**src/rtl/memctrl_pkg.sv**
```systemverilog
// Shared types and constants for the byte-serial memory controller.
// Latency: n/a (types, constants and a pure helper function only).
// Backpressure: n/a.
package memctrl_pkg;

  // Controller states
  typedef enum logic [1:0] {
    MC_IDLE  = 2'd0,
    MC_READ  = 2'd1,
    MC_WRITE = 2'd2
  } mc_state_t;

  // LSB op encoding: bit3 = store, bit2 = zero-extend, bits[1:0] = size code
  localparam logic [3:0] OP_LB  = 4'h0;
  localparam logic [3:0] OP_LH  = 4'h1;
  localparam logic [3:0] OP_LW  = 4'h2;
  localparam logic [3:0] OP_LBU = 4'h4;
  localparam logic [3:0] OP_LHU = 4'h5;
  localparam logic [3:0] OP_SB  = 4'h8;
  localparam logic [3:0] OP_SH  = 4'h9;
  localparam logic [3:0] OP_SW  = 4'hA;

  // Number of bus bytes for a size code (1, 2 or 4)
  function automatic logic [2:0] op_size(input logic [1:0] sz_code);
    case (sz_code)
      2'b00:   return 3'd1;
      2'b01:   return 3'd2;
      default: return 3'd4;
    endcase
  endfunction

endpackage

```
**src/rtl/memctrl_ext.sv**
```systemverilog
// Size/sign extension of the reassembled read buffer, shared by load and fetch.
// Latency: combinational.
// Backpressure: none; output is a pure function of the buffer and the op.
module memctrl_ext
  import memctrl_pkg::*;
(
  input  logic [3:0]  op,
  input  logic [31:0] raw,
  output logic [31:0] ext
);

  // Select the extension rule for the latched op; fetch is presented as LW
  always_comb begin
    ext = raw;
    case (op)
      OP_LB:   ext = {{24{raw[7]}}, raw[7:0]};
      OP_LH:   ext = {{16{raw[15]}}, raw[15:0]};
      OP_LBU:  ext = {24'h0, raw[7:0]};
      OP_LHU:  ext = {16'h0, raw[15:0]};
      default: ext = raw;
    endcase
  end

endmodule

```
**src/rtl/memctrl.sv**
```systemverilog
// Byte-serial memory controller for LSB loads/stores and instruction fetch; MEMCTRL_IO_STALL_EN enables UART-full write stall.
// Latency: reads n+1 cycles from acceptance, writes n cycles (n = 1/2/4 bytes).
// Backpressure: rdy_in low freezes everything; with MEMCTRL_IO_STALL_EN an IO write byte waits on io_buffer_full.
module memctrl
  import memctrl_pkg::*;
#(
  parameter logic [1:0] IO_BASE_HI = 2'b11
) (
  input  logic        clk_in,
  input  logic        rst_in,
  input  logic        rdy_in,
  input  logic        clear,
  input  logic        re,
  input  logic        we,
  input  logic [3:0]  ls_type,
  input  logic [31:0] addr,
  input  logic [31:0] store_val,
  output logic        ls_finished,
  output logic [31:0] read_val,
  input  logic        if_re,
  input  logic [31:0] if_addr,
  output logic        if_done,
  output logic [31:0] if_inst,
  input  logic [7:0]  mem_din,
  output logic [7:0]  mem_dout,
  output logic [31:0] mem_a,
  output logic        mem_wr,
  input  logic        io_buffer_full
);

  mc_state_t   state_q;
  logic [2:0]  cnt_q;
  logic [2:0]  size_q;
  logic [3:0]  op_q;
  logic        fetch_q;
  logic [31:0] wdat_q;
  logic [31:0] buf_q;
  logic [31:0] mem_a_q;
  logic [7:0]  mem_dout_q;
  logic        mem_wr_q;
  logic        ls_finished_q;
  logic        if_done_q;
  logic [7:0]  hold_q;
  logic        hold_vld_q;
  logic        io_hold;
  logic [7:0]  rd_byte;
  logic [1:0]  byte_idx;
  logic [31:0] ext_val;

`ifdef MEMCTRL_IO_STALL_EN
  assign io_hold = (state_q == MC_WRITE) && (mem_a_q[17:16] == IO_BASE_HI) && io_buffer_full;
`else
  assign io_hold = io_buffer_full & 1'b0;
`endif

  // A freeze leaves mem_a pointing one byte ahead, so the byte that was in
  // flight when rdy_in dropped is parked and consumed on the resume edge.
  assign rd_byte  = hold_vld_q ? hold_q : mem_din;
  assign byte_idx = cnt_q[1:0] - 2'd1;

  assign mem_a       = mem_a_q;
  assign mem_dout    = mem_dout_q;
  assign mem_wr      = mem_wr_q & rdy_in & ~io_hold;
  assign ls_finished = ls_finished_q;
  assign if_done     = if_done_q;
  assign read_val    = ext_val;
  assign if_inst     = ext_val;

  memctrl_ext u_ext (
    .op  (op_q),
    .raw (buf_q),
    .ext (ext_val)
  );

  // Request acceptance, byte sequencing, read reassembly and done pulses
  always_ff @(posedge clk_in or negedge rst_in) begin
    if (!rst_in) begin
      state_q       <= MC_IDLE;
      cnt_q         <= 3'd0;
      size_q        <= 3'd0;
      op_q          <= 4'd0;
      fetch_q       <= 1'b0;
      wdat_q        <= 32'd0;
      buf_q         <= 32'd0;
      mem_a_q       <= 32'd0;
      mem_dout_q    <= 8'd0;
      mem_wr_q      <= 1'b0;
      ls_finished_q <= 1'b0;
      if_done_q     <= 1'b0;
      hold_q        <= 8'd0;
      hold_vld_q    <= 1'b0;
    end else if (!rdy_in) begin
      if (state_q == MC_READ && !hold_vld_q) begin
        hold_q     <= mem_din;
        hold_vld_q <= 1'b1;
      end
    end else begin
      ls_finished_q <= 1'b0;
      if_done_q     <= 1'b0;
      hold_vld_q    <= 1'b0;
      case (state_q)
        MC_IDLE: begin
          cnt_q <= 3'd0;
          if (!clear && !ls_finished_q && !if_done_q) begin
            if (re || we) begin
              op_q    <= ls_type;
              size_q  <= op_size(ls_type[1:0]);
              fetch_q <= 1'b0;
              mem_a_q <= addr;
              buf_q   <= 32'd0;
              if (we) begin
                state_q    <= MC_WRITE;
                mem_wr_q   <= 1'b1;
                mem_dout_q <= store_val[7:0];
                wdat_q     <= store_val;
              end else begin
                state_q <= MC_READ;
              end
            end else if (if_re) begin
              op_q    <= OP_LW;
              size_q  <= 3'd4;
              fetch_q <= 1'b1;
              mem_a_q <= if_addr;
              buf_q   <= 32'd0;
              state_q <= MC_READ;
            end
          end
        end
        MC_READ: begin
          if (clear) begin
            state_q <= MC_IDLE;
            cnt_q   <= 3'd0;
          end else begin
            if (cnt_q != 3'd0) buf_q[{byte_idx, 3'b000} +: 8] <= rd_byte;
            if (cnt_q == size_q) begin
              state_q <= MC_IDLE;
              cnt_q   <= 3'd0;
              if (fetch_q) if_done_q <= 1'b1;
              else         ls_finished_q <= 1'b1;
            end else begin
              cnt_q <= cnt_q + 3'd1;
              if (cnt_q + 3'd1 < size_q) mem_a_q <= mem_a_q + 32'd1;
            end
          end
        end
        MC_WRITE: begin
          if (!io_hold) begin
            if (cnt_q + 3'd1 == size_q) begin
              state_q       <= MC_IDLE;
              cnt_q         <= 3'd0;
              mem_wr_q      <= 1'b0;
              ls_finished_q <= 1'b1;
            end else begin
              cnt_q      <= cnt_q + 3'd1;
              mem_a_q    <= mem_a_q + 32'd1;
              mem_dout_q <= wdat_q[15:8];
              wdat_q     <= wdat_q >> 8;
            end
          end
        end
        default: state_q <= MC_IDLE;
      endcase
    end
  end

endmodule
```
**config.mk**
```make
export PLATFORM = sky130hd
export DESIGN_NAME = memctrl
export DESIGN_NICKNAME = d
export VERILOG_FILES = /design/src/rtl/memctrl_pkg.sv /design/src/rtl/memctrl_ext.sv /design/src/rtl/memctrl.sv
export SDC_FILE = /design/constraint.sdc
export NUM_CORES = 1
export LEC_CHECK = 0
export ABC_AREA = 0
export CELL_PAD_IN_SITES_DETAIL_PLACEMENT = 1
export CELL_PAD_IN_SITES_GLOBAL_PLACEMENT = 2
export CORE_UTILIZATION = 29
export CTS_BUF_LIST = sky130_fd_sc_hd__clkbuf_8
export CTS_CLUSTER_DIAMETER = 200
export DETAILED_ROUTE_END_ITERATION = 7
export PLACE_DENSITY_LB_ADDON = 0.1
export SKIP_CTS_REPAIR_TIMING = 1
export SLEW_MARGIN = 10
export SYNTH_ARGS = -nofsm -noshare
export SYNTH_HDL_FRONTEND = slang
export SYNTH_SLANG_ARGS = --single-unit
```
**constraint.sdc**
```tcl
create_clock -name clk_in -period 3.1 [get_ports clk_in]
set_input_delay 0.465 -clock clk_in [delete_from_list [all_inputs] [get_ports clk_in]]
set_output_delay 0.465 -clock clk_in [all_outputs]
set_load 0.03 [all_outputs]
```
Word level (Yosys, flattened, before mapping)
Cells that the tools add are included.
{"block": "op_classes", "shifts": 2, "multipliers": 0, "div_mod_pow": 0, "bitwise_logic": 2, "muxes": 62, "n_eq_ne": 19, "n_lt_le_gt_ge": 1, "n_reduce_logical": 25, "add_sub_neg": 4}
{"cell": "$mux W32", "n": 16}
{"cell": "$pmux W32 S2", "n": 2}
{"cell": "$pmux W32 S4", "n": 1}
{"cell": "$pmux W32 S3", "n": 1}
{"cell": "$mux W8", "n": 5}
{"cell": "$add A32 B1 Y32 const B", "n": 1}
{"cell": "$bwmux W32", "n": 1}
{"cell": "$shift A8 B7 Y32 const A", "n": 1}
{"cell": "$shiftx A8 B7 Y32", "n": 1}
{"cell": "$reduce_and A6 Y1", "n": 3}
{"cell": "$mux W1", "n": 16}
{"cell": "$pmux W8 S2", "n": 1}
{"cell": "$mux W3", "n": 5}
{"cell": "$mux W2", "n": 7}
{"cell": "$ne A2 B2 Y1 const B", "n": 7}
{"cell": "$pmux W3 S3", "n": 1}
{"cell": "$eq A4 B3 Y1 const B", "n": 2}
{"cell": "$mux W4", "n": 2}
{"cell": "$reduce_and A8 Y1", "n": 1}
{"cell": "$reduce_bool A2 Y1", "n": 4}
{"cell": "$neg A5 Y7", "n": 1}
{"cell": "$eq A3 B3 Y1", "n": 2}
{"cell": "$pmux W2 S3", "n": 1}
{"cell": "$pmux W3 S2", "n": 1}
{"cell": "other kinds (21)", "n": 32}
{"block": "word_totals", "memories": 0, "latch_bits": 0, "reg_bits": 129, "ramBits": 0, "mem_bits_ro": 0}

Depth between registers and ports, before layout
{"block": "depth", "ltp_word": 7, "ltp_mapped": 11, "ltp_nobuf": 9}

Modules after synthesis
Synthesis repeated with hierarchy kept, for this count alone.
{"block": "unflattened", "cells_unflattened": 805, "area_unflattened_um2": 7554.7}
{"mod": "memctrl", "area_each_um2": 7064.3, "n_inst": 1, "cells_each": 737}
{"mod": "memctrl_ext", "area_each_um2": 490.5, "n_inst": 1, "cells_each": 68}

Least setup slack after synthesis
Ideal clock, no wire load.
{"block": "synth_path", "kind": "register -> register", "from": "reg cnt_q[0]", "to": "reg mem_a_q[30] (netlist: mem_a[30])", "arrival_time_ns": 2.447, "path_slack_ns": 0.534, "path_buffers": 1, "synth_period_minus_slack_ns": 2.566, "setup_ns": 0.119, "required_ns": 2.981, "path_stages_with_launch": 11, "cell_sequence": "dfrtp_1 -> inv_1 -> ha_1 -> ha_1 -> nor2b_1 -> o211ai_1 -> nand4_2 -> or2_1 -> buf_6 -> a211o_1 -> a21bo_1"}
{"block": "synth_via", "elab_chain_len": 4}
{"element": "start: declaration", "line_no": "memctrl.sv:32", "source": "logic [2:0] cnt_q;"}
{"element": "start signal: assignment", "line_no": "memctrl.sv:141", "source": "cnt_q <= cnt_q + 3'd1;"}
{"element": "start signal: assignment", "line_no": "memctrl.sv:154", "source": "cnt_q <= cnt_q + 3'd1;"}
{"element": "$add A3 B1 Y3", "line_no": "memctrl.sv:142, memctrl.sv:148"}
{"element": "$lt A3 B3 Y1 / $eq A3 B3 Y1 (equally long branches)", "line_no": "memctrl.sv:142, memctrl.sv:148"}
{"element": "$ne A2 B1 Y1 (no source line) / $ne A2 B2 Y1 (equally long branches)"}
{"element": "$reduce_and A8 Y1 (no source line) *"}
{"element": "end signal: assignment", "line_no": "memctrl.sv:123", "source": "mem_a_q <= if_addr;"}
{"element": "end signal: assignment", "line_no": "memctrl.sv:142", "source": "if (cnt_q + 3'd1 < size_q) mem_a_q <= mem_a_q + 32'd1;"}
{"element": "end signal: assignment", "line_no": "memctrl.sv:155", "source": "mem_a_q <= mem_a_q + 32'd1;"}
{"element": "end: declaration", "line_no": "memctrl.sv:38", "source": "logic [31:0] mem_a_q;"}
Mark *: on every way between the ends. The rest lies on a longest branch, timed or not.
A chain may end at the register's enable or synchronous reset.

Worst setup path in the final report
{"block": "layout_path", "from": "reg op_q[1]", "to": "out read_val[8]"}
{"block": "layout_via", "elab_chain_len": 2}
{"element": "start: declaration", "line_no": "memctrl.sv:34", "source": "logic [3:0] op_q;"}
{"element": "start signal: assignment", "line_no": "memctrl.sv:106", "source": "op_q <= ls_type;"}
{"element": "$eq A4 B3 Y1 (tied with other cells)", "line_no": "memctrl_ext.sv:15", "source": "case (op)"}
{"element": "$pmux W32 S4 *", "line_no": "memctrl_ext.sv:15"}
{"element": "end: declaration", "line_no": "memctrl.sv:19", "source": "output logic [31:0] read_val,"}
Marks and branches as above.

==> reports/metrics.cfg <==
[synthesis]
ys_warn_count=0
yosysTopAreaCell=dfrtp_1
syn_area_um2=7380
netlist_instances=799
ys_types=71
synth_area_per_cell_um2=9.24
synthFlopType=dfrtp_1
synth_common_cells=dfrtp_1, nand2_1, nor2_1
synth_nets=928
synth-edff-count=0
synth.most_common_cell=dfrtp_1
synth-seq-area-share=0.410
ys_ff_latch=121
synth.top_cell.area_share=0.410
synthArstFlopShare=1.00
synthTopCellsByArea=dfrtp_1, mux2i_1, mux2_2, nand2_1, buf_4

[timing]
finalHoldViolCount=0
finalSetupTns_ps=0
clock_skew_ps=15.7
finalSetupViolCount=0
drv_slew=0
worst_pin_slew_ps=1010
relSlewSlack=0.327
fin_crit_sh=0.938
rsz0062_at_grt=no
min_period_ps=2910
fmax_mhz=344
setup_ws_ps=193

[grt]
grt_pass1_vias=7089
grt_usage=0.187
antenna_found_initial=1
grt_pass1_wl_um=38000
grt-ovfl-total=0
grt_start_max_net_pins=52

[power]
p_int_w=0.00472
p_leak_nw=4.57
combPwrFrac=0.506
p_sw_frac=0.449
irDropWorstVdd_v=0.000438
finalPower_w=0.00858
p_sw_w=0.00386
pwr-share-seq=0.320
power.share.clock=0.174
power_density_nw_per_um2=847

[worst_setup_path]
r2r_start=cnt_q[0]
crit_required_ps=2630
worstPathMaxFanout=26
cpPeakStageDelay_ps=690
start_kind=flop
critPathArrivalTime_ps=2440
endpoint_kind=primary output
crit_buf_inv=1
crit_type=flop to primary output
worstPathCellList=or2_4, nor2_1, nand3_1, nand2_1, clkdlybuf4s50_1
crit_start=op_q[1]
cp_top_family=simple AND/OR/NAND/NOR gates
critical_path.slowest_cell=clkdlybuf4s50_1

[cells_and_area]
area_growth_pct=37.1
drive_above_1_share=0.148
stdcell_area_um2=10100
nets=1106
multi_input_area_um2=3760
nFillCells=2833
seq_area_um2=3030
instances_no_fill=1321

[routing]
drtPass1Iterations=4
vias=6579
drt_iter0_drc=187
route.detailed.drc=0
wl_um=23600
ant_nets=0
vias_per_cell=4.98
avgRoutedWirePerCell_um=17.9

[floorplanning]
die_area_um2=26100
die_w_um=162
dieHeight_um=162
core_um2=25000
ioPinCount=223
start_util=0.295
core.rowCount=58

[clock_network]
clk_pin_slew_worst_paths_ps=90
cts_buffers=17
clockBufferDepth=2
cts_tree=yes
worstSkewPairLatency_ps=450
htreeDepth=4
cts_root_buf=clkbuf_8
numClockSinks=121

[placement]
io_buffers=221
dp.cells=1288
dpl_cell_area_um2=9700
place_hpwl_um=17500
gp_congestion=0.792
dp_slack_ps=57.8

[run_status]
status=complete, no violations

[min_path]
hp-class=input port to async pin

[flow_run]
maxCapViolations=0

==> routing by layer <==
layer,vias to the layer above,GRT usage,routed length [um]
met5,-,0,0
met4,0,0.0626,379
met3,24,0.0354,1060
met2,165,0.326,11800
met1,3253,0.229,10400
li1,3137,-,-
==> final timing paths <==
check | cells past startpoint | endpoint | slack (ps)
setup / recovery | 5 | read_val[8] | 190
hold / removal | 1 | buf_q[4] | 50
setup reg to reg | 9 | mem_a[30] | 280
hold reg to reg | 2 | wdat_q[3] | 490
max in group asynchronous | 2 | buf_q[17] | 2250
min in group clk_in | 2 | wdat_q[3] | 490
==> state kept, by name (all words and copies together), names as in the netlist <==
register,cells
mem_wr_q,1
if_done,1
hold_q,8
size_q,3
mem_a,32
hold_vld_q,1
state_q,2
op_q,4
wdat_q,32
ls_finished,1
fetch_q,1
cnt_q,3
buf_q,32
==> stage by stage <==
step	util	hold WS [ps]
final	0.404	51.9
after global routing	0.404	79.0
after CTS	0.404	59.9
after detailed placement	0.387	475
after global placement	0.387	466
after floorplan	-	169
==> power by group through the flow <==
stage,sequential (W),clock [W],combinational (W)
after detailed placement,0.00277,0,0.00439
after global routing,0.00285,0.00161,0.00476
after global placement,0.00273,0,0.00428
after CTS,0.00275,0.00155,0.00441
final,0.00274,0.00149,0.00434
after floorplan,0.00290,0,0.00264
==> final cells by class <==
class / instances / share of cell area
multi-input combinational: 569 / 0.371
sequential: 121 / 0.299
timing repair buffer: 248 / 0.241
tap: 330 / 0.0408
clock buffer: 18 / 0.0245
clock inverter: 14 / 0.0158
inverter: 20 / 0.00742
antenna: 1 / 0.000247
==> cell usage in the layout (no fill, tap or decap), types with 20 or more instances in the layout <==
cell type	n
dfrtp_1	121
mux2_2	41
a21o_1	22
nand2_1	100
buf_4	27
o21ai_0	62
a21oi_1	22
inv_1	20
clkdlybuf4s50_1	215
nand3_1	34
mux2i_1	48
nor2_1	70
==> cells by family (layout without fill, tap and decap cells) <==
group | Yosys count | count (layout) | share of synthesized area
adder cells (fa/ha/maj) | 13 | 13 | 0.0220
other | 0 | 1 | 0
XOR/XNOR | 3 | 3 | 0.00356
multiplexers | 89 | 89 | 0.128
AND/OR/NAND/NOR | 301 | 301 | 0.205
AO/OA/AOI/OAI | 163 | 163 | 0.146
buffers and inverters | 109 | 300 | 0.0853
flip-flops | 121 | 121 | 0.410
Power figures use the tool's default switching activity.
